<file path="config.mk">
export PLATFORM = sky130hd
export DESIGN_NAME = ble_button_parser
export DESIGN_NICKNAME = d
export VERILOG_FILES = /design/src/rtl/ble_pkg.sv /design/src/rtl/ble_button_parser.sv
export SDC_FILE = /design/constraint.sdc
export NUM_CORES = 1
export LEC_CHECK = 0
export ABC_AREA = 1
export CORE_UTILIZATION = 59
export CTS_CLUSTER_DIAMETER = 40
export CTS_CLUSTER_SIZE = 16
export DETAILED_ROUTE_END_ITERATION = 7
export MAX_ROUTING_LAYER = met4
export PLACE_DENSITY = 0.83
export SKIP_LAST_GASP = 1
export SYNTH_ARGS = -nofsm -noshare
export SYNTH_HDL_FRONTEND = slang
export SYNTH_SLANG_ARGS = --single-unit
</file>
<file path="constraint.sdc">
create_clock -name clk_in -period 3.3 [get_ports clk_in]
set_input_delay 0.33 -clock clk_in [delete_from_list [all_inputs] [get_ports clk_in]]
set_output_delay 0.33 -clock clk_in [all_outputs]
set_load 0.02 [all_outputs]
</file>
<file path="src/rtl/ble_pkg.sv">
// Shared definitions for the Bluefruit control-pad parser and its consumers.
// gameplay imports this package to decode cmd_out.
package ble_pkg;

  typedef enum logic [2:0] {
    BLE_IDLE      = 3'd0,
    BLE_GOT_BANG  = 3'd1,
    BLE_GOT_TYPE  = 3'd2,
    BLE_GOT_BTN   = 3'd3,
    BLE_GOT_STATE = 3'd4
  } ble_state_t;

  localparam logic [7:0] BLE_BANG     = 8'h21;
  localparam logic [7:0] BLE_TYPE_BTN = 8'h42;
  localparam logic [7:0] ASCII_ZERO   = 8'h30;
  localparam logic [7:0] ASCII_ONE    = 8'h31;
  localparam logic [7:0] ASCII_EIGHT  = 8'h38;

  // The trailing packet byte is the one's complement of the 8-bit header sum.
  function automatic logic [7:0] ble_checksum(input logic [7:0] sum);
    return ~sum;
  endfunction

endpackage

</file>
<file path="src/rtl/ble_button_parser.sv">
// Parses 5-byte Bluefruit button packets from the BLE UART into command pulses,
// a held-button mask and error reporting with automatic resynchronisation.
module ble_button_parser
  import ble_pkg::*;
#(
  parameter int TIMEOUT_CYCLES = 65536,
  parameter int ERR_CNT_W      = 8
) (
  input  logic                 clk_in,
  input  logic                 rst_in,
  input  logic [7:0]           data_in,
  input  logic                 valid_in,
  output logic [7:0]           cmd_out,
  output logic                 cmd_valid_out,
  output logic [3:0]           button_id_out,
  output logic                 pressed_out,
  output logic [7:0]           buttons_held_out,
  output logic                 err_out,
  output logic [ERR_CNT_W-1:0] err_count_out
);

  localparam int TIMER_W = (TIMEOUT_CYCLES > 2) ? $clog2(TIMEOUT_CYCLES) : 1;
  localparam logic [TIMER_W-1:0]   TIMER_LAST = TIMER_W'(TIMEOUT_CYCLES - 1);
  localparam logic [ERR_CNT_W-1:0] ERR_MAX    = {ERR_CNT_W{1'b1}};

  ble_state_t           state_r, state_nxt_s;
  logic [7:0]           sum_r, sum_nxt_s;
  logic [3:0]           id_r, id_nxt_s;
  logic                 pressed_r, pressed_nxt_s;
  logic [TIMER_W-1:0]   timer_r;
  logic                 timeout_s;
  logic                 good_s;
  logic                 err_s;
  logic [7:0]           held_mask_s;

  logic [7:0]           cmd_r;
  logic                 cmd_valid_r;
  logic [3:0]           button_id_r;
  logic                 pressed_out_r;
  logic [7:0]           held_r;
  logic                 err_r;
  logic [ERR_CNT_W-1:0] err_count_r;

  assign held_mask_s = 8'd1 << (id_r - 4'd1);

  // Packet FSM next state; a '!' anywhere before the checksum restarts the packet.
  always_comb begin
    state_nxt_s   = state_r;
    sum_nxt_s     = sum_r;
    id_nxt_s      = id_r;
    pressed_nxt_s = pressed_r;
    good_s        = 1'b0;
    err_s         = 1'b0;
    timeout_s     = (state_r != BLE_IDLE) && (timer_r == TIMER_LAST);
    if (valid_in) begin
      case (state_r)
        BLE_IDLE: begin
          if (data_in == BLE_BANG) begin
            state_nxt_s = BLE_GOT_BANG;
            sum_nxt_s   = BLE_BANG;
          end else begin
            state_nxt_s = BLE_IDLE;
          end
        end
        BLE_GOT_BANG: begin
          if (data_in == BLE_TYPE_BTN) begin
            state_nxt_s = BLE_GOT_TYPE;
            sum_nxt_s   = sum_r + data_in;
          end else if (data_in == BLE_BANG) begin
            state_nxt_s = BLE_GOT_BANG;
            sum_nxt_s   = BLE_BANG;
            err_s       = 1'b1;
          end else begin
            // Other packet types (colour, quaternion...) are not ours to flag.
            state_nxt_s = BLE_IDLE;
          end
        end
        BLE_GOT_TYPE: begin
          if ((data_in >= ASCII_ONE) && (data_in <= ASCII_EIGHT)) begin
            state_nxt_s = BLE_GOT_BTN;
            sum_nxt_s   = sum_r + data_in;
            id_nxt_s    = data_in[3:0];
          end else if (data_in == BLE_BANG) begin
            state_nxt_s = BLE_GOT_BANG;
            sum_nxt_s   = BLE_BANG;
            err_s       = 1'b1;
          end else begin
            state_nxt_s = BLE_IDLE;
            err_s       = 1'b1;
          end
        end
        BLE_GOT_BTN: begin
          if ((data_in == ASCII_ZERO) || (data_in == ASCII_ONE)) begin
            state_nxt_s   = BLE_GOT_STATE;
            sum_nxt_s     = sum_r + data_in;
            pressed_nxt_s = data_in[0];
          end else if (data_in == BLE_BANG) begin
            state_nxt_s = BLE_GOT_BANG;
            sum_nxt_s   = BLE_BANG;
            err_s       = 1'b1;
          end else begin
            state_nxt_s = BLE_IDLE;
            err_s       = 1'b1;
          end
        end
        BLE_GOT_STATE: begin
          state_nxt_s = BLE_IDLE;
          if (data_in == ble_checksum(sum_r)) begin
            good_s = 1'b1;
          end else begin
            err_s = 1'b1;
          end
        end
        default: begin
          state_nxt_s = BLE_IDLE;
        end
      endcase
    end else if (timeout_s) begin
      state_nxt_s = BLE_IDLE;
      err_s       = 1'b1;
    end else begin
      state_nxt_s = state_r;
    end
  end

  // FSM, header accumulator and inter-byte timer.
  always_ff @(posedge clk_in) begin
    if (rst_in) begin
      state_r   <= BLE_IDLE;
      sum_r     <= 8'h00;
      id_r      <= 4'h0;
      pressed_r <= 1'b0;
      timer_r   <= {TIMER_W{1'b0}};
    end else begin
      state_r   <= state_nxt_s;
      sum_r     <= sum_nxt_s;
      id_r      <= id_nxt_s;
      pressed_r <= pressed_nxt_s;
      if (valid_in || (state_nxt_s == BLE_IDLE)) begin
        timer_r <= {TIMER_W{1'b0}};
      end else begin
        timer_r <= timer_r + TIMER_W'(1);
      end
    end
  end

  // Registered command, held mask and error reporting.
  always_ff @(posedge clk_in) begin
    if (rst_in) begin
      cmd_r         <= 8'h00;
      cmd_valid_r   <= 1'b0;
      button_id_r   <= 4'h0;
      pressed_out_r <= 1'b0;
      held_r        <= 8'h00;
      err_r         <= 1'b0;
      err_count_r   <= {ERR_CNT_W{1'b0}};
    end else begin
      cmd_valid_r <= good_s;
      err_r       <= err_s;
      if (good_s) begin
        cmd_r         <= {pressed_r, 3'b000, id_r};
        button_id_r   <= id_r;
        pressed_out_r <= pressed_r;
        held_r        <= pressed_r ? (held_r | held_mask_s) : (held_r & ~held_mask_s);
      end else begin
        cmd_r         <= cmd_r;
        button_id_r   <= button_id_r;
        pressed_out_r <= pressed_out_r;
        held_r        <= held_r;
      end
      if (err_s && (err_count_r != ERR_MAX)) begin
        err_count_r <= err_count_r + ERR_CNT_W'(1);
      end else begin
        err_count_r <= err_count_r;
      end
    end
  end

  assign cmd_out          = cmd_r;
  assign cmd_valid_out    = cmd_valid_r;
  assign button_id_out    = button_id_r;
  assign pressed_out      = pressed_out_r;
  assign buttons_held_out = held_r;
  assign err_out          = err_r;
  assign err_count_out    = err_count_r;

endmodule

</file>
==> flow_metrics.py <==
metrics = {
    "sta": {
        "max_freq_mhz": 450,
        "hold_slack_ns": 0.466,
        "finalCriticalPeriod_ns": 2.22,
        "fin_setup_tns_ns": 0,
        "finalCritPeriodShare": 0.673,
        "skew_ns": 0.0138,
        "hold_violations": 0,
        "slew_headroom": 0.664,
        "rsz0062_at_grt": "false",
        "setup_viol": 0,
        "drv_slew": 0,
        "worst_pin_slew_ns": 0.502,
    },
    "clock_network": {
        "htree_num_levels": 2,
        "root_buffer": "clkbuf_8",
        "clock_path_buffers": 2,
        "numCtsBuffers": 5,
        "cts_resized": 0,
        "clock_latency_ns": 0.33,
        "cts_tree": "yes",
        "post-cts-setup-buffers": 0,
        "cts.reportedPaths.clkPinSlew_ns": 0.11,
        "cts.hold.buffers_added": 0,
        "cts.sinks": 55,
    },
    "power_and_ir_drop": {
        "power.total_mw": 1.15,
        "power_density_nw_per_um2": 322,
        "p_leak_nw": 1.41,
        "ir_worst_vdd_mv": 0.208,
    },
    "setup_path": {
        "end_kind": "flop",
        "worstPathArrival_ns": 2.49,
        "cp-start-kind": "input pin",
        "crit_type": "in -> reg",
        "r2r_start": "sum_r[5]$_SDFFE_PP0P_",
        "crit_fanout": 7,
        "critPathLaunch": "data_in[3]",
        "critPathRequiredTime_ns": 3.57,
    },
    "finish": {
        "stdcell_area_sq_um": 3570,
        "layoutNonFillerInstCount": 532,
        "area_growth_pct": 15.8,
        "nets": 485,
        "num_antenna_cells": 0,
        "final_common_cell": "nand2_1",
        "drive_gt1_frac": 0.0925,
        "layout_common_cells": "86 x nand2_1, 55 x dfxtp_1, 48 x inv_1, 45 x nor2_1, 38 x clkdlybuf4s50_1",
    },
    "synthesis": {
        "synthXorXnorAreaFrac": 0.0654,
        "ys_seq_area_frac": 0.357,
        "ys.flop_type": "dfxtp_1",
        "yosys.area_share.simple": 0.336,
        "synth_compound_area_frac": 0.104,
        "yosysWarnings": 0,
        "synth_top_family_by_area": "simple AND/OR/NAND/NOR gates",
        "netlist_area_sq_um": 3080,
        "yosys-mux-area-fraction": 0,
        "ys_seq_elements": 55,
        "syn_inst": 431,
        "ys_types": 38,
        "synth_fa_ha_area_frac": 0.0430,
        "synth-edff-count": 0,
        "synthArstFlopShare": 0,
        "avgSynthCellArea_sq_um": 7.15,
    },
    "floorplan": {
        "start_util": 0.632,
        "die_width_microns": 74.3,
        "io-pin-count": 42,
        "row_count": 25,
        "dieArea_sq_um": 5520,
        "core_area_sq_um": 4880,
        "fp.dieH_microns": 74.3,
    },
    "status": {
        "status": "complete, no violations",
    },
    "global_route": {
        "grt_pass1_wl_mm": 10.7,
        "grt-ovfl-total": 0,
        "track_usage": 0.257,
        "grt_pass1_vias": 2509,
        "grt_max_degree": 20,
        "antenna_found_initial": 0,
    },
    "detailed_routing": {
        "drt_iter0_drc": 131,
        "drc": 0,
        "drt_first_pass_iters": 4,
        "ant_nets": 0,
        "vias": 2788,
        "wl_mm": 6.24,
        "vias_per_cell": 5.24,
        "avgRoutedWirePerCell_microns": 11.7,
    },
    "place": {
        "placed_area_sq_um": 3470,
        "io_buffers": 38,
        "hpwl_mm": 4.77,
        "place_inst": 524,
        "place.gp.congestion": 0.945,
    },
    "worst_hold_path": {
        "hold_path.class": "reg -> reg",
        "min_from": "timer_r[0]$_SDFF_PP0_",
    },
    "flow_run": {
        "maxCapViolCount": 0,
    },
}
where the power goes:
group	switching [mW]	leakage [nW]	internal, mW	total [mW]
registers	0.00178	0.443	0.666	0.667
clock network	0.242	0.0463	0.156	0.398
logic	0.0512	0.917	0.0301	0.0813
area by class of cell:
class                      instances  area, sq um
clock inverter                     3         27.5
timing repair buffer              40          395
sequential                        55         1100
fill                             412         1310
inverter                          50          188
multi-input combinational        312         1700
clock buffer                       5         68.8
tap                               67         83.8
metrics by stage:
| step | setup slack, ns | utilization |
|---|---|---|
| floorplan | 1.62 | - |
| global route | 0.862 | 0.731 |
| global placement | 0.860 | 0.711 |
| finish | 1.08 | 0.731 |
| CTS | 1.10 | 0.731 |
| detailed placement | 0.794 | 0.711 |
worst paths after layout:
path	cells past startpoint	end	slack [ns]
max	9	flop	1.08
min	1	timer_r[0]$_SDFF_PP0_	0.47
max reg2reg	8	flop	1.29
min reg2reg	1	timer_r[0]$_SDFF_PP0_	0.47
per-layer routing:
layer	global-route usage	wire [microns]	vias up
met4	0.0922	106	0
met1	0.319	2910	1259
met2	0.427	2950	66
li1	-	-	1452
met3	0.0366	276	11
met5	-	0	-
cell usage after synthesis, types with 2 or more instances:
master,instances,share of area
nor2_1,45,0.055
nor2_4,2,0.0073
inv_2,2,0.0024
nand2_1,86,0.10
and2_1,2,0.0041
o21ai_0,13,0.021
dfxtp_1,55,0.36
clkbuf_1,6,0.0073
ha_1,9,0.037
o21a_1,6,0.015
buf_4,8,0.019
nand3b_1,2,0.0049
nor3_2,2,0.0065
nand4_2,2,0.0081
inv_1,48,0.058
nand4_1,8,0.016
xnor2_1,8,0.023
nor2_2,16,0.032
nand3_2,3,0.0097
a21oi_1,33,0.054
xor2_1,15,0.043
nand2_4,2,0.0073
nor4_1,2,0.0041
nand3_1,33,0.054
nor3_1,10,0.016
critical path: stages:
cell and delay [ns]:
clkdlybuf4s50_1 0.53, ha_1 0.40, nand2_1 0.09, nor3_1 0.29, nand4_2 0.26, nor2_2 0.21, nand2_1 0.09, a21oi_1 0.14
o21a_1 0.14
cells by family (layout without fill, tap and decap cells):
| kind of cell | after synthesis | in the layout |
|---|---|---|
| buf+inv | 66 | 98 |
| xor+xnor | 23 | 23 |
| compound gates | 58 | 58 |
| other cells | 1 | 3 |
| simple gates | 218 | 218 |
| flops | 55 | 55 |
| fa+ha+maj | 10 | 10 |
Power figures use the tool's default switching activity.
